==> src/rtl/tt_cpu_pkg.sv <==
// ---------------------------------------------------------------------------
// tt_cpu_pkg
// Shared definitions for the TinyTapeout CPU host-loader path.
//   - loader_state_e : loader FSM states (IDLE / LOAD / RUN)
//   - INSTR_W, BYTES_PER_WORD : instruction word geometry
//   - IMEM_ADDR_W, IMEM_SYNC_STAGES : default instruction-memory address
//     width and input synchroniser depth
//   - insert_byte() : places one byte into a lane of a little-endian word
// ---------------------------------------------------------------------------
package tt_cpu_pkg;

  localparam int INSTR_W          = 32;
  localparam int BYTES_PER_WORD   = 4;
  localparam int IMEM_ADDR_W      = 6;
  localparam int IMEM_SYNC_STAGES = 2;

  typedef enum logic [1:0] {
    LOADER_IDLE = 2'd0,
    LOADER_LOAD = 2'd1,
    LOADER_RUN  = 2'd2
  } loader_state_e;

  // Little-endian lane insert: lane 0 holds the first byte received.
  function automatic logic [INSTR_W-1:0] insert_byte(
    input logic [INSTR_W-1:0] word,
    input logic [1:0]         idx,
    input logic [7:0]         data
  );
    logic [INSTR_W-1:0] res;
    res = word;
    res[{idx, 3'b000} +: 8] = data;
    return res;
  endfunction

endpackage

==> src/rtl/sync_edge_det.sv <==
// ---------------------------------------------------------------------------
// sync_edge_det
// Brings an asynchronous level into the clk domain through a STAGES-deep
// flop chain and produces registered one-cycle rise/fall pulses.
// A pin change shows up on rise_o/fall_o STAGES+1 cycles later.
// Ports:
//   clk, rst_n  : clock, asynchronous active-low reset
//   async_i     : asynchronous input level
//   level_o     : synchronised level
//   rise_o      : one-cycle pulse on a 0->1 transition of level_o
//   fall_o      : one-cycle pulse on a 1->0 transition of level_o
// ---------------------------------------------------------------------------
module sync_edge_det #(
  parameter int STAGES = 2
) (
  input  logic clk,
  input  logic rst_n,
  input  logic async_i,
  output logic level_o,
  output logic rise_o,
  output logic fall_o
);

  logic [STAGES-1:0] sync_q;
  logic              prev_q;
  logic              rise_q;
  logic              fall_q;

  // Synchroniser chain and registered edge pulses.
  always_ff @(posedge clk or negedge rst_n) begin
    if (!rst_n) begin
      sync_q <= '0;
      prev_q <= 1'b0;
      rise_q <= 1'b0;
      fall_q <= 1'b0;
    end else begin
      sync_q <= {sync_q[STAGES-2:0], async_i};
      prev_q <= sync_q[STAGES-1];
      rise_q <= sync_q[STAGES-1] & ~prev_q;
      fall_q <= ~sync_q[STAGES-1] & prev_q;
    end
  end

  assign level_o = sync_q[STAGES-1];
  assign rise_o  = rise_q;
  assign fall_o  = fall_q;

endmodule

==> src/rtl/imem_byte_loader.sv <==
// ---------------------------------------------------------------------------
// imem_byte_loader
// Host-to-CPU program loader. Accepts bytes over an asynchronous strobe/ack
// handshake, packs them little-endian into 32-bit words and writes them into
// the instruction memory. Holds the CPU in reset while loading.
// Ports:
//   clk, rst_n  : clock, asynchronous active-low reset
//   data_in     : program byte, stable while byte_stb is pending
//   byte_stb    : asynchronous strobe, rising edge offers a byte
//   load_en     : asynchronous level, 1 = load mode, 0 = run mode
//   byte_ack    : toggles once per accepted byte
//   imem_we     : one-cycle write pulse
//   imem_addr   : write word address (holds between writes)
//   imem_wdata  : write data (holds between writes)
//   cpu_rst_n   : active-low CPU reset
//   busy        : high while in LOAD
//   overflow    : sticky, a word completed after memory was full
//   word_cnt    : words written in the current/last load
// ---------------------------------------------------------------------------
module imem_byte_loader
  import tt_cpu_pkg::*;
#(
  parameter int ADDR_W      = IMEM_ADDR_W,
  parameter int SYNC_STAGES = IMEM_SYNC_STAGES
) (
  input  logic                clk,
  input  logic                rst_n,
  input  logic [7:0]          data_in,
  input  logic                byte_stb,
  input  logic                load_en,
  output logic                byte_ack,
  output logic                imem_we,
  output logic [ADDR_W-1:0]   imem_addr,
  output logic [INSTR_W-1:0]  imem_wdata,
  output logic                cpu_rst_n,
  output logic                busy,
  output logic                overflow,
  output logic [ADDR_W:0]     word_cnt
);

  localparam int WARM_W = $clog2(SYNC_STAGES + 1);
  localparam logic [WARM_W-1:0] WARM_DONE = WARM_W'(SYNC_STAGES);
  localparam logic [ADDR_W:0]   FULL_CNT  = {1'b1, {ADDR_W{1'b0}}};

  // Synchronised handshake inputs.
  logic stb_level_s, stb_rise_s, stb_fall_s;
  logic load_level_s, load_rise_s, load_fall_s;
  logic unused_stb_s;

  sync_edge_det #(.STAGES(SYNC_STAGES)) u_stb_sync (
    .clk     (clk),
    .rst_n   (rst_n),
    .async_i (byte_stb),
    .level_o (stb_level_s),
    .rise_o  (stb_rise_s),
    .fall_o  (stb_fall_s)
  );

  sync_edge_det #(.STAGES(SYNC_STAGES)) u_load_sync (
    .clk     (clk),
    .rst_n   (rst_n),
    .async_i (load_en),
    .level_o (load_level_s),
    .rise_o  (load_rise_s),
    .fall_o  (load_fall_s)
  );

  // Only the rising edge of the strobe matters.
  assign unused_stb_s = stb_level_s ^ stb_fall_s;

  loader_state_e        state_q;
  logic [WARM_W-1:0]    warm_q;
  logic [1:0]           idx_q;
  logic [INSTR_W-1:0]   shift_q;
  logic [INSTR_W-1:0]   shift_d;
  logic                 wr_pend_q;
  logic [ADDR_W-1:0]    addr_q;
  logic [ADDR_W:0]      cnt_q;
  logic                 ack_q;
  logic                 we_q;
  logic [ADDR_W-1:0]    waddr_q;
  logic [INSTR_W-1:0]   wdata_q;
  logic                 cpu_rst_n_q;
  logic                 busy_q;
  logic                 ovf_q;
  logic                 capture_s;

  // Byte acceptance: LOAD only, and a simultaneous exit takes priority.
  always_comb begin
    capture_s = 1'b0;
    shift_d   = insert_byte(shift_q, idx_q, data_in);
    if ((state_q == LOADER_LOAD) && stb_rise_s && !load_fall_s) begin
      capture_s = 1'b1;
    end else begin
      capture_s = 1'b0;
    end
  end

  // Loader FSM with registered outputs and the one-cycle-late word write.
  always_ff @(posedge clk or negedge rst_n) begin
    if (!rst_n) begin
      state_q     <= LOADER_IDLE;
      warm_q      <= '0;
      idx_q       <= 2'd0;
      shift_q     <= '0;
      wr_pend_q   <= 1'b0;
      addr_q      <= '0;
      cnt_q       <= '0;
      ack_q       <= 1'b0;
      we_q        <= 1'b0;
      waddr_q     <= '0;
      wdata_q     <= '0;
      cpu_rst_n_q <= 1'b0;
      busy_q      <= 1'b0;
      ovf_q       <= 1'b0;
    end else begin
      we_q <= 1'b0;

      // A completed word is written the cycle after its last byte,
      // unless memory is already full.
      if (wr_pend_q) begin
        wr_pend_q <= 1'b0;
        if (cnt_q == FULL_CNT) begin
          ovf_q <= 1'b1;
        end else begin
          we_q    <= 1'b1;
          waddr_q <= addr_q;
          wdata_q <= shift_q;
          addr_q  <= addr_q + ADDR_W'(1);
          cnt_q   <= cnt_q + (ADDR_W+1)'(1);
        end
      end

      case (state_q)
        LOADER_IDLE: begin
          cpu_rst_n_q <= 1'b0;
          busy_q      <= 1'b0;
          // Wait for the load_en synchroniser to fill before deciding,
          // otherwise a held-high load_en would briefly release the CPU.
          if (warm_q == WARM_DONE) begin
            if (load_level_s) begin
              state_q   <= LOADER_LOAD;
              busy_q    <= 1'b1;
              idx_q     <= 2'd0;
              addr_q    <= '0;
              cnt_q     <= '0;
              ovf_q     <= 1'b0;
              wr_pend_q <= 1'b0;
            end else begin
              state_q <= LOADER_RUN;
            end
          end else begin
            warm_q <= warm_q + WARM_W'(1);
          end
        end

        LOADER_LOAD: begin
          cpu_rst_n_q <= 1'b0;
          if (load_fall_s) begin
            // Partial bytes are dropped; idx is cleared on the next entry.
            state_q <= LOADER_RUN;
            busy_q  <= 1'b0;
          end else if (capture_s) begin
            shift_q <= shift_d;
            idx_q   <= idx_q + 2'd1;
            ack_q   <= ~ack_q;
            if (idx_q == 2'd3) begin
              wr_pend_q <= 1'b1;
            end
          end
        end

        LOADER_RUN: begin
          cpu_rst_n_q <= 1'b1;
          busy_q      <= 1'b0;
          if (load_rise_s) begin
            state_q   <= LOADER_LOAD;
            busy_q    <= 1'b1;
            idx_q     <= 2'd0;
            addr_q    <= '0;
            cnt_q     <= '0;
            ovf_q     <= 1'b0;
            wr_pend_q <= 1'b0;
          end
        end

        default: begin
          state_q     <= LOADER_IDLE;
          cpu_rst_n_q <= 1'b0;
          busy_q      <= 1'b0;
        end
      endcase
    end
  end

  assign byte_ack   = ack_q;
  assign imem_we    = we_q;
  assign imem_addr  = waddr_q;
  assign imem_wdata = wdata_q;
  assign cpu_rst_n  = cpu_rst_n_q;
  assign busy       = busy_q;
  assign overflow   = ovf_q;
  assign word_cnt   = cnt_q;

endmodule

==> config.mk <==
export PLATFORM = sky130hd
export DESIGN_NAME = imem_byte_loader
export DESIGN_NICKNAME = d
export VERILOG_FILES = /design/src/rtl/tt_cpu_pkg.sv /design/src/rtl/sync_edge_det.sv /design/src/rtl/imem_byte_loader.sv
export SDC_FILE = /design/constraint.sdc
export NUM_CORES = 1
export LEC_CHECK = 0
export CELL_PAD_IN_SITES_DETAIL_PLACEMENT = 0
export CELL_PAD_IN_SITES_GLOBAL_PLACEMENT = 1
export CORE_UTILIZATION = 30
export DETAILED_ROUTE_END_ITERATION = 10
export PLACE_DENSITY = 0.58
export SLEW_MARGIN = 5
export SYNTH_ARGS = -nofsm -noshare
export SYNTH_HDL_FRONTEND = slang
export SYNTH_SLANG_ARGS = --single-unit
==> constraint.sdc <==
create_clock -name clk -period 2.1 [get_ports clk]
set_input_delay 0.315 -clock clk [delete_from_list [all_inputs] [get_ports clk]]
set_output_delay 0.315 -clock clk [all_outputs]
set_load 0.005 [all_outputs]
==> results of run 1 <==
[flip-flops by register name, indices dropped and copies added, names as in the netlist, 2 cells and up]
register,cells
imem_wdata,32
shift_q,32
word_cnt,7
addr_q,6
imem_addr,6
idx_q,2
state_q,2
u_load_sync.sync_q,2
u_stb_sync.sync_q,2
warm_q,2
[power groups by stage]
stage	Combinational, uW	Clock, uW	Sequential [uW]
final	857	1720	2510
after global routing	1010	1850	2550
after CTS	880	1790	2510
after detailed placement	874	0	2540
after global placement	860	0	2540
after floorplan	489	0	2500
[per-stage QoR]
| stage | setup WS, ps | hold slack [ps] | util (%) | std cells | total power (uW) |
|---|---|---|---|---|---|
| after CTS | 91.78 | 354.0 | 39.99 | 678 | 5179 |
| after global placement | 142.6 | 300.5 | 37.63 | 662 | 3396 |
| after detailed placement | 113.3 | 298.6 | 37.63 | 662 | 3416 |
| after global routing | 5.860 | 368.5 | 40.01 | 678 | 5404 |
| after floorplan | 317.4 | 19.41 | - | 429 | 2987 |
| final | 232.2 | 349.4 | 40.01 | 678 | 5083 |
[cell type report]
type | instances | area, um2
Clock inverter | 3 | 40.04
Clock buffer | 12 | 266.5
Inverter | 7 | 28.78
Multi-Input combinational cell | 303 | 1465
Sequential cell | 104 | 2603
Timing Repair Buffer | 73 | 738.2
Tap cell | 176 | 220.2
Fill cell | 1392 | 8039
[cells in the mapped netlist, types with 2 or more instances]
library cell | n | area [um2]
or3_1 | 4 | 25.02
xnor2_1 | 5 | 43.79
buf_2 | 8 | 40.04
o21ai_0 | 34 | 170.2
nand2_1 | 193 | 724.4
nor2_1 | 13 | 48.80
ha_1 | 10 | 125.1
dfrtp_1 | 104 | 2603
clkbuf_1 | 6 | 22.52
nor4bb_1 | 2 | 20.02
a21oi_1 | 6 | 30.03
xor2_1 | 5 | 43.79
inv_1 | 6 | 22.52
or2_2 | 2 | 12.51
nor2b_1 | 4 | 25.02
nand4_1 | 4 | 25.02
nor3b_1 | 4 | 30.03
[worst max path at each step]
stage                          startpoint                     end  cells after the start
global route         idx_q[0]$_DFFE_PN0P_  shift_q[1]$_DFFE_PN0P_                      6
finish               idx_q[0]$_DFFE_PN0P_  shift_q[5]$_DFFE_PN0P_                      6
global placement    word_cnt[0]$_DFF_PN0_   word_cnt[0]$_DFF_PN0_                      7
detailed placement  word_cnt[0]$_DFF_PN0_     addr_q[0]$_DFF_PN0_                      7
floorplan           word_cnt[0]$_DFF_PN0_     addr_q[1]$_DFF_PN0_                      8
CTS                 word_cnt[0]$_DFF_PN0_     addr_q[0]$_DFF_PN0_                      7
[worst register-to-register path: stages, from the launching register on]
cell and delay (ps):
dfrtp_1 450, inv_1 160, ha_1 380, nor3b_1 380, buf_4 220, nand2_1 60
o21ai_0 150
[logic make-up after synthesis]
family / after synthesis / synth area share, %
compound gates: 49 / 6.621
xor+xnor: 10 / 2.106
fa+ha+maj: 10 / 3.009
buf+inv: 22 / 2.317
flops: 104 / 62.59
mux: 1 / 0.2408
simple gates: 233 / 23.11
[metal layers]
| metal | track usage (%) | up-vias | wire length, um |
|---|---|---|---|
| met5 | 0 | - | 0 |
| met4 | 7.500 | 0 | 228 |
| met3 | 2.757 | 16 | 276 |
| met2 | 21.68 | 51 | 4037 |
| met1 | 18.19 | 1413 | 4374 |
| li1 | - | 1510 | - |
[layout by cell type, fill, tap and decap left out, types with 2 or more instances in the layout]
master / instances
dfrtp_1: 104
ha_1: 10
buf_12: 3
nand2_1: 193
a21oi_1: 6
or2_2: 2
nor3b_1: 4
clkdlybuf4s50_1: 60
nand4_1: 4
clkbuf_16: 9
o21ai_0: 34
or3_1: 4
buf_4: 9
xor2_1: 5
nor2b_1: 4
xnor2_1: 5
clkbuf_8: 3
nor2_1: 13
inv_1: 6
clkinv_2: 2
[what timing repair did]
action                                  in CTS  in global routing
hold buffers                                 1                  0
hold endpoints to repair                    29                  0
endpoints found under the setup margin       0                  3
buffers inserted                             0                  0
gates resized for setup                      0                  2
==> metrics.md, run 1 <==
| Metric | Value |
|---|---|
| Status | finished clean |
| Power Density | 948.0 nW/um2 |
| Final setup TNS | 0 ps |
| CTS H-Tree Depth | 3 |
| Largest net degree at the start of global routing | 45 |
| Critical path data required time | 2360 ps |
| Switching power share of the total | 26.71% |
| Gr usage total | 13.91% |
| Max cap viols | 0 |
| Final min period | roughly 1900 ps |
| I/O pin count | 62 |
| CP bufs+invs | 2 |
| Layout area overhead | 28.95% |
| Reg-to-reg critical path startpoint | idx_q[0]$_DFFE_PN0P_ |
| Mapped Cells | around 430 |
| 1st-pass router iterations | 4 |
| Die Wd | between 100 and 150 um |
| Clock Tree Buf Depth | 2 |
| CTS buffer count | 9 |
| Critical-path cell list | inv_1, ha_1, nor3b_1, buf_4, nand2_1, o21ai_0 |
| Site row count | 42 |
| Cells on worst reg2reg path | 6 |
| Hold Path Stages | 0 |
| Worst clock skew | 5.318 ps |
| Mapped cell area | approximately 4200 um2 |
| Slowest cell on the critical path | dfrtp_1 |
| Final period util | 88.95% |
| GPL Wtd Cong | around 0.74 |
| Clock Sinks | 104 |
| Grt ovf | 0 |
| Final Hold Viols | 0 |
| DRT iter0 DRCs | 115 |
| # nets final | 520 |
| Top FF cell, synth | dfrtp_1 |
| Int Power | ~3700 uW |
| Core area | roughly 13,000 um2 |
| Root Buffer | clkbuf_16 |
| Via Count | 2,990 |
| Comb power frac | 16.9% |
| TritonCTS clock tree | built |
| P_sw | roughly 1400 uW |
| Layout cells sized above 1 | 6.773% |
| R2R Path End | shift_q[5]$_DFFE_PN0P_ |
| Slew Limit Fails | 0 |
| Leakage power | 0.002568 uW |
| Register area share after synthesis | 62.59% |
| # DRC | 0 |
| Setup Crit Path Kind | reg2reg |
| Worst vdd ir | roughly 0.00043 V |
| Achievable frequency | 535.4 MHz |
| Initial antenna violation count | 0 |
| Yosys reg bits | 104 |
| Yosys warning count | 0 |
| Design Area, Final | about 5400 um2 |
| Initial Util | 31.03% |
| CP arrival | 2130 ps |
| Skew-Pair Late Insertion Delay | ~350 ps |
| Post-Syn Nets | roughly 450 |
| Crit start category | register |
| CTS clk-pin slew, worst paths | 70 ps |
| Die area | 14,330 um2 |
| Wire length per cell | 13.15 um |
| Post-synth EDFFs | 0 |
| Slowest stage delay, CP | 450 ps |
| Rel. slew slack | 51.77% |
| DP Area | 5042 um2 |
| First-pass GRT wire length | 15,310 um |
| Min-delay src | u_load_sync.sync_q[0]$_DFF_PN0_ |
| Dpl hpwl | 5942 um |
| Vias in the first global route | 3,051 |
| Post-route ant nets | 0 |
| Drt total wl | approximately 9000 um |
| Die height | ~120 um |
| Worst Hold Path EP | u_load_sync.sync_q[1]$_DFF_PN0_ |
| Class of the worst hold path | reg2reg |
| Sequential share of power | 49.3% |
| Diodes inserted | 0 |
| Number of buffers added on ports | slightly above 60 |
| Peak fanout along the critical path | 7 |
| Vias/cell | 4.410 |
| Syn avg cell area | 9.692 um2 |
| Synth cell types | 36 |
| Slew @ Worst Pin | 723.4 ps |
| RSZ-0062 raised after global routing | false |
| CP endpoint kind | register |
| Reg2Reg Setup Slack | 230 ps |
| Asr flop ratio synth | 100.0% |
| Clock network power share | 33.8% |
| Final setup fails | 0 |
| Critical path's top delay family | flip-flops |
Note: power is estimated with default switching activity, not from simulation.
==> inputs of run 2 (changes only) <==
--- a/config.mk
+++ b/config.mk
@@ -7,6 +7,7 @@
 export LEC_CHECK = 0
 export CELL_PAD_IN_SITES_DETAIL_PLACEMENT = 0
 export CELL_PAD_IN_SITES_GLOBAL_PLACEMENT = 1
+export CORE_MARGIN = 1.5
 export CORE_UTILIZATION = 30
 export DETAILED_ROUTE_END_ITERATION = 10
 export PLACE_DENSITY = 0.58
==> metrics.md, run 2 (synthesis gave the netlist of run 1 again) <==
| Metric | Value |
|---|---|
| Status | finished clean |
| Die height | 120.7 um |
| Root Buffer | clkbuf_16 |
| First-pass GRT wire length | 15,450 um |
| Int Power | between 3000 and 4000 uW |
| Initial Util | a little under a third |
| CTS buffer count | 9 |
| CTS clk-pin slew, worst paths | 70 ps |
| Max cap viols | 0 |
| Largest net degree at the start of global routing | 62 |
| Power Density | about 900 nW/um2 |
| Worst clock skew | 5.895 ps |
| # DRC | 0 |
| Final min period | between 1500 and 2000 ps |
| Slowest stage delay, CP | ~470 ps |
| Min-delay src | u_load_sync.sync_q[0]$_DFF_PN0_ |
| Critical-path cell list | inv_1, ha_1, nor3b_2, buf_4, nand2_1, o21ai_0 |
| Critical path data required time | 2360 ps |
| # nets final | 522 |
| Diodes inserted | 0 |
| Clock Sinks | about 100 |
| Layout Utilization | 39.76% |
| Clock network power share | 30.8% |
| Worst vdd ir | between 0.0003 and 0.0004 V |
| Commonest cells after routing, fill and taps aside | nand2_1 (193), dfrtp_1 (104), clkdlybuf4s50_1 (60), o21ai_0 (34), nor2_1 (13) |
| Vias in the first global route | 3,011 |
| Die Wd | 120.7 um |
| Final Hold Viols | 0 |
| Layout cells sized above 1 | 6.561% |
| Slowest cell on the critical path | dfrtp_1 |
| 1st-pass router iterations | 4 |
| CP endpoint kind | register |
| Comb power frac | 17.7% |
| Reg-to-reg critical path startpoint | idx_q[0]$_DFFE_PN0P_ |
| Critical path's top delay family | flip-flops |
| Post-CTS Setup Bufs | 0 |
| Setup Crit Path Kind | reg2reg |
| Skew-Pair Late Insertion Delay | 350 ps |
| Post-route ant nets | 0 |
| Grt ovf | 0 |
| Slew @ Worst Pin | 724.0 ps |
| Most common cell after layout, fill and taps aside | nand2_1 |
| Clock Tree Buf Depth | 2 |
| Wire length per cell | 13.35 um |
| Slew Limit Fails | 0 |
| Crit start category | register |
| Die area | between 10,000 and 15,000 um2 |
| Fillers | 1,371 |
| RSZ-0062 raised after global routing | false |
| Switching power share of the total | 27.63% |
| Vias/cell | 4.392 |
| Final setup TNS | 0 ps |
| TritonCTS clock tree | built |
| Worst Setup SP | idx_q[0]$_DFFE_PN0P_ |
| Core area | about 13,000 um2 |
| Achievable frequency | between 500 and 600 MHz |
| Via Count | 2,982 |
| Gr usage total | 13.80% |
| P_sw | 1353 uW |
| Peak fanout along the critical path | 7 |
| DRT iter0 DRCs | around 100 |
| Area of the multi-input gates | 1470 um2 |
| I/O pin count | 62 |
| Sequential share of power | about half |
| Drt total wl | 9066 um |
| Rel. slew slack | 51.73% |
| CP bufs+invs | 2 |
| CTS H-Tree Depth | 3 |
| CP arrival | between 2000 and 2500 ps |
| GPL Wtd Cong | 0.7453 |
| Layout area overhead | 28.14% |
| Class of the worst hold path | reg2reg |
| Final period util | 87.70% |
| Initial antenna violation count | 0 |
| Dpl hpwl | 5965 um |
| Sequential cell area | around 2600 um2 |
| Number of buffers added on ports | roughly 60 |
| Final setup fails | 0 |
| Leakage power | 0.002551 uW |
| Site row count | between 40 and 50 |
==> run 2: worst paths after layout <==
path / end / slack [ps] / cells past startpoint
worst max register to register: shift_q[0]$_DFFE_PN0P_ / 260 / 6
worst min register to register: u_load_sync.sync_q[1]$_DFF_PN0_ / 350 / 0
worst max-delay path: shift_q[0]$_DFFE_PN0P_ / 260 / 6
worst min-delay path: u_load_sync.sync_q[1]$_DFF_PN0_ / 350 / 0
min in group asynchronous: u_load_sync.rise_o$_DFF_PN0_ / 510 / 3
max in group asynchronous: imem_wdata[20]$_DFFE_PN0P_ / 1100 / 3
==> run 2: cell type report <==
class | count | area share [%]
clock buffers | 13 | 4.697
inverters | 7 | 0.4932
clock inverters | 1 | 0.09394
multi-input cells | 303 | 27.60
flip-flops and latches | 104 | 48.85
repair buffers | 75 | 14.14
well taps | 176 | 4.133
==> run 2: what timing repair did <==
action                                  CTS  global route
hold buffers                              1             0
endpoints found under the setup margin    0             5
hold endpoints to repair                 61             0
resized for setup                         0             1
==> run 2: routing by layer <==
| metal | global-route usage [%] | part of all wire, % | wire length (um) | vias up |
|---|---|---|---|---|
| met4 | 6.838 | 2.3 | 205 | 0 |
| met1 | 18.96 | 50 | 4501 | 1417 |
| met5 | 0 | 0 | 0 | - |
| li1 | - | - | - | 1508 |
| met2 | 20.92 | 45 | 4107 | 45 |
| met3 | 2.547 | 2.8 | 252 | 12 |
==> run 2: power by group through the flow <==
stage	combinational, uW	sequential [uW]	clock (uW)
6_report	869	2520	1510
5_1_grt	1010	2560	1660
4_1_cts	877	2520	1570
3_5_place_dp	869	2550	0
3_3_place_gp	857	2550	0
2_1_floorplan	489	2500	0
==> run 2: stage by stage <==
stage / hold slack, ps / cell area, um2 / total power (uW) / instances / worst slack, ps
after global placement: 335.1 / 5057 / 3408 / 664 / 213.2
final: 346.8 / 5328 / 4896 / 679 / 258.3
after global routing: 367.3 / 5328 / 5239 / 679 / 110.8
after detailed placement: 335.6 / 5057 / 3420 / 664 / 172.8
after floorplan: 19.41 / 4158 / 2987 / 429 / 317.4
after CTS: 350.6 / 5323 / 4962 / 679 / 115.8
==> inputs of run 3 (changes only) <==
==> constraint.sdc (replaced) <==
create_clock -name clk -period 2.1 [get_ports clk]
set_input_delay 0.42 -clock clk [delete_from_list [all_inputs] [get_ports clk]]
set_output_delay 0.42 -clock clk [all_outputs]
set_load 0.005 [all_outputs]
==> metrics.md, run 3 (synthesis gave the netlist of run 1 again) <==
| Metric | Value |
|---|---|
| Sequential cell area | ~2600 um2 |
| Critical-path cell list | inv_1, ha_1, or4b_4, o21ai_4, inv_4, xnor2_1, nor2_1 |
| Clock Sinks | ~100 |
| Initial Util | 31.03% |
| CTS clk-pin slew, worst paths | ~60 ps |
| Power Density | 956.5 nW/um2 |
| Final min period | between 1500 and 2000 ps |
| I/O pin count | 62 |
| Slew Limit Fails | 0 |
| Final Hold Viols | 0 |
| Critical path's top delay family | simple AND/OR/NAND/NOR gates |
| Final setup TNS | 0 ps |
| Switching power share of the total | 26.83% |
| # DRC | 0 |
| Class of the worst hold path | in2async |
| Commonest cells after routing, fill and taps aside | nand2_1 (193), dfrtp_1 (104), clkdlybuf4s50_1 (60), o21ai_0 (34), nor2_1 (13) |
| CTS buffer count | 9 |
| Post-CTS Setup Bufs | 0 |
| Final period util | just under 90% |
| Initial antenna violation count | 0 |
| Clock Tree Buf Depth | 2 |
| Worst clock skew | 6.440 ps |
| Layout area overhead | 28.80% |
| Worst vdd ir | just over 0.0004 V |
| CP arrival | roughly 2000 ps |
| Comb power frac | 16.9% |
| Diodes inserted | 0 |
| Fillers | 1,384 |
| Critical path data required time | 2310 ps |
| Die Wd | between 100 and 150 um |
| Die height | 120.7 um |
| Area of the multi-input gates | around 1500 um2 |
| DRT iter0 DRCs | 135 |
| CTS H-Tree Depth | 3 |
| Via Count | 3,027 |
| P_sw | 1374 uW |
| DP Area | 5050 um2 |
| Layout cells sized above 1 | 6.574% |
| CP endpoint kind | register |
| Clock network power share | 34.1% |
| Final setup fails | 0 |
| First-pass GRT wire length | 15,280 um |
| # nets final | 520 |
| Die area | between 10,000 and 15,000 um2 |
| Leakage power | 0.002564 uW |
| Sequential share of power | 49.0% |
| RSZ-0062 raised after global routing | false |
| Rel. slew slack | 50.80% |
| CP bufs+invs | 2 |
| Most common cell after layout, fill and taps aside | nand2_1 |
| Setup Crit Path Kind | reg2reg |
| Drt total wl | ~9100 um |
| Slew @ Worst Pin | 738.0 ps |
| Design Area, Final | 5355 um2 |
| Grt ovf | 0 |
| Wire length per cell | ~13 um |
| Skew-Pair Late Insertion Delay | 350 ps |
| Int Power | 3748 uW |
| Root Buffer | clkbuf_16 |
| Slowest cell on the critical path | or4b_4 |
| GPL Wtd Cong | 0.7478 |
| Status | finished clean |
| Dpl hpwl | 5985 um |
| Number of buffers added on ports | 61 |
| Post-route ant nets | 0 |
| Site row count | 42 |
| Slowest stage delay, CP | approximately 470 ps |
| Peak fanout along the critical path | 43 |
| Vias/cell | approximately 4.5 |
| Gr usage total | 13.74% |
| Largest net degree at the start of global routing | 44 |
| 1st-pass router iterations | 4 |
| Core area | 13,400 um2 |
| Worst setup margin | 248.6 ps |
| Setup slack at placement | between 90 and 100 ps |
| TritonCTS clock tree | built |
| Post-cts sizing count | 0 |
| Crit start category | register |
| Vias in the first global route | around 3,000 |
| Achievable frequency | 540.1 MHz |
| Max cap viols | 0 |
| Post-CTS Hold Buffers | 0 |
==> run 3: changes by cell type in the layout (fill, tap and decap cells not counted) <==
cell and change:
bufinv_16 +2, buf_4 -1, dlygate4sd3_1 -1, clkbuf_8 -1, nor3b_1 +1, nor3b_2 -1
inv_2 -1, clkinv_2 +1, clkbuf_1 -1, inv_4 +1
==> run 3: final timing paths <==
| kind | start | endpoint | slack (ps) | cells after the start |
|---|---|---|---|---|
| hold reg to reg | u_load_sync.sync_q[0]$_DFF_PN0_ | u_load_sync.sync_q[1]$_DFF_PN0_ | 350 | 0 |
| setup reg to reg | word_cnt[0]$_DFF_PN0_ | word_cnt[0]$_DFF_PN0_ | 250 | 7 |
| hold / removal | rst_n | warm_q[1]$_DFFE_PN0P_ | 0.1 | 1 |
| min in group clk | u_load_sync.sync_q[0]$_DFF_PN0_ | u_load_sync.sync_q[1]$_DFF_PN0_ | 350 | 0 |
| setup / recovery | word_cnt[0]$_DFF_PN0_ | word_cnt[0]$_DFF_PN0_ | 250 | 7 |
| max in group asynchronous | rst_n | u_stb_sync.sync_q[1]$_DFF_PN0_ | 1530 | 2 |
==> run 3: stage by stage <==
stage / hold WS, ps / power (uW) / instances / util, %
floorplan: 124.4 / 2987 / 429 / -
global placement: 335.6 / 3396 / 663 / 37.68
detailed placement: 338.9 / 3426 / 663 / 37.68
CTS: 3.789 / 5213 / 678 / 39.94
global route: 15.10 / 5448 / 678 / 39.96
finish: 0.1307 / 5122 / 678 / 39.96
==> run 3: worst register-to-register path, stage by stage (launching register included) <==
cell	delay [ps]
dfrtp_1	370
inv_1	60
ha_1	150
or4b_4	470
o21ai_4	200
inv_4	200
xnor2_1	200
nor2_1	50
==> run 3: power by group through the flow <==
stage                     clock network, uW  logic, uW  registers [uW]
after floorplan                           0        489            2500
after global placement                    0        863            2530
after detailed placement                  0        882            2540
after CTS                              1810        888            2510
after global routing                   1880       1010            2550
final                                  1750        865            2510
==> run 3: per-layer routing <==
layer | vias to the layer above | part of all wire, % | track usage [%]
li1 | 1504 | - | -
met1 | 1462 | 49 | 18.69
met2 | 50 | 45 | 20.88
met3 | 11 | 3.2 | 3.443
met4 | 0 | 1.8 | 5.735
met5 | - | 0 | 0
==> run 3: final cells by class <==
type                            count  area share (%)
Sequential cell                   104           48.60
Multi-Input combinational cell    303           27.36
Timing Repair Buffer               73           13.74
Clock buffer                       11           4.346
Tap cell                          176           4.112
Clock inverter                      4           1.308
Inverter                            7          0.5374
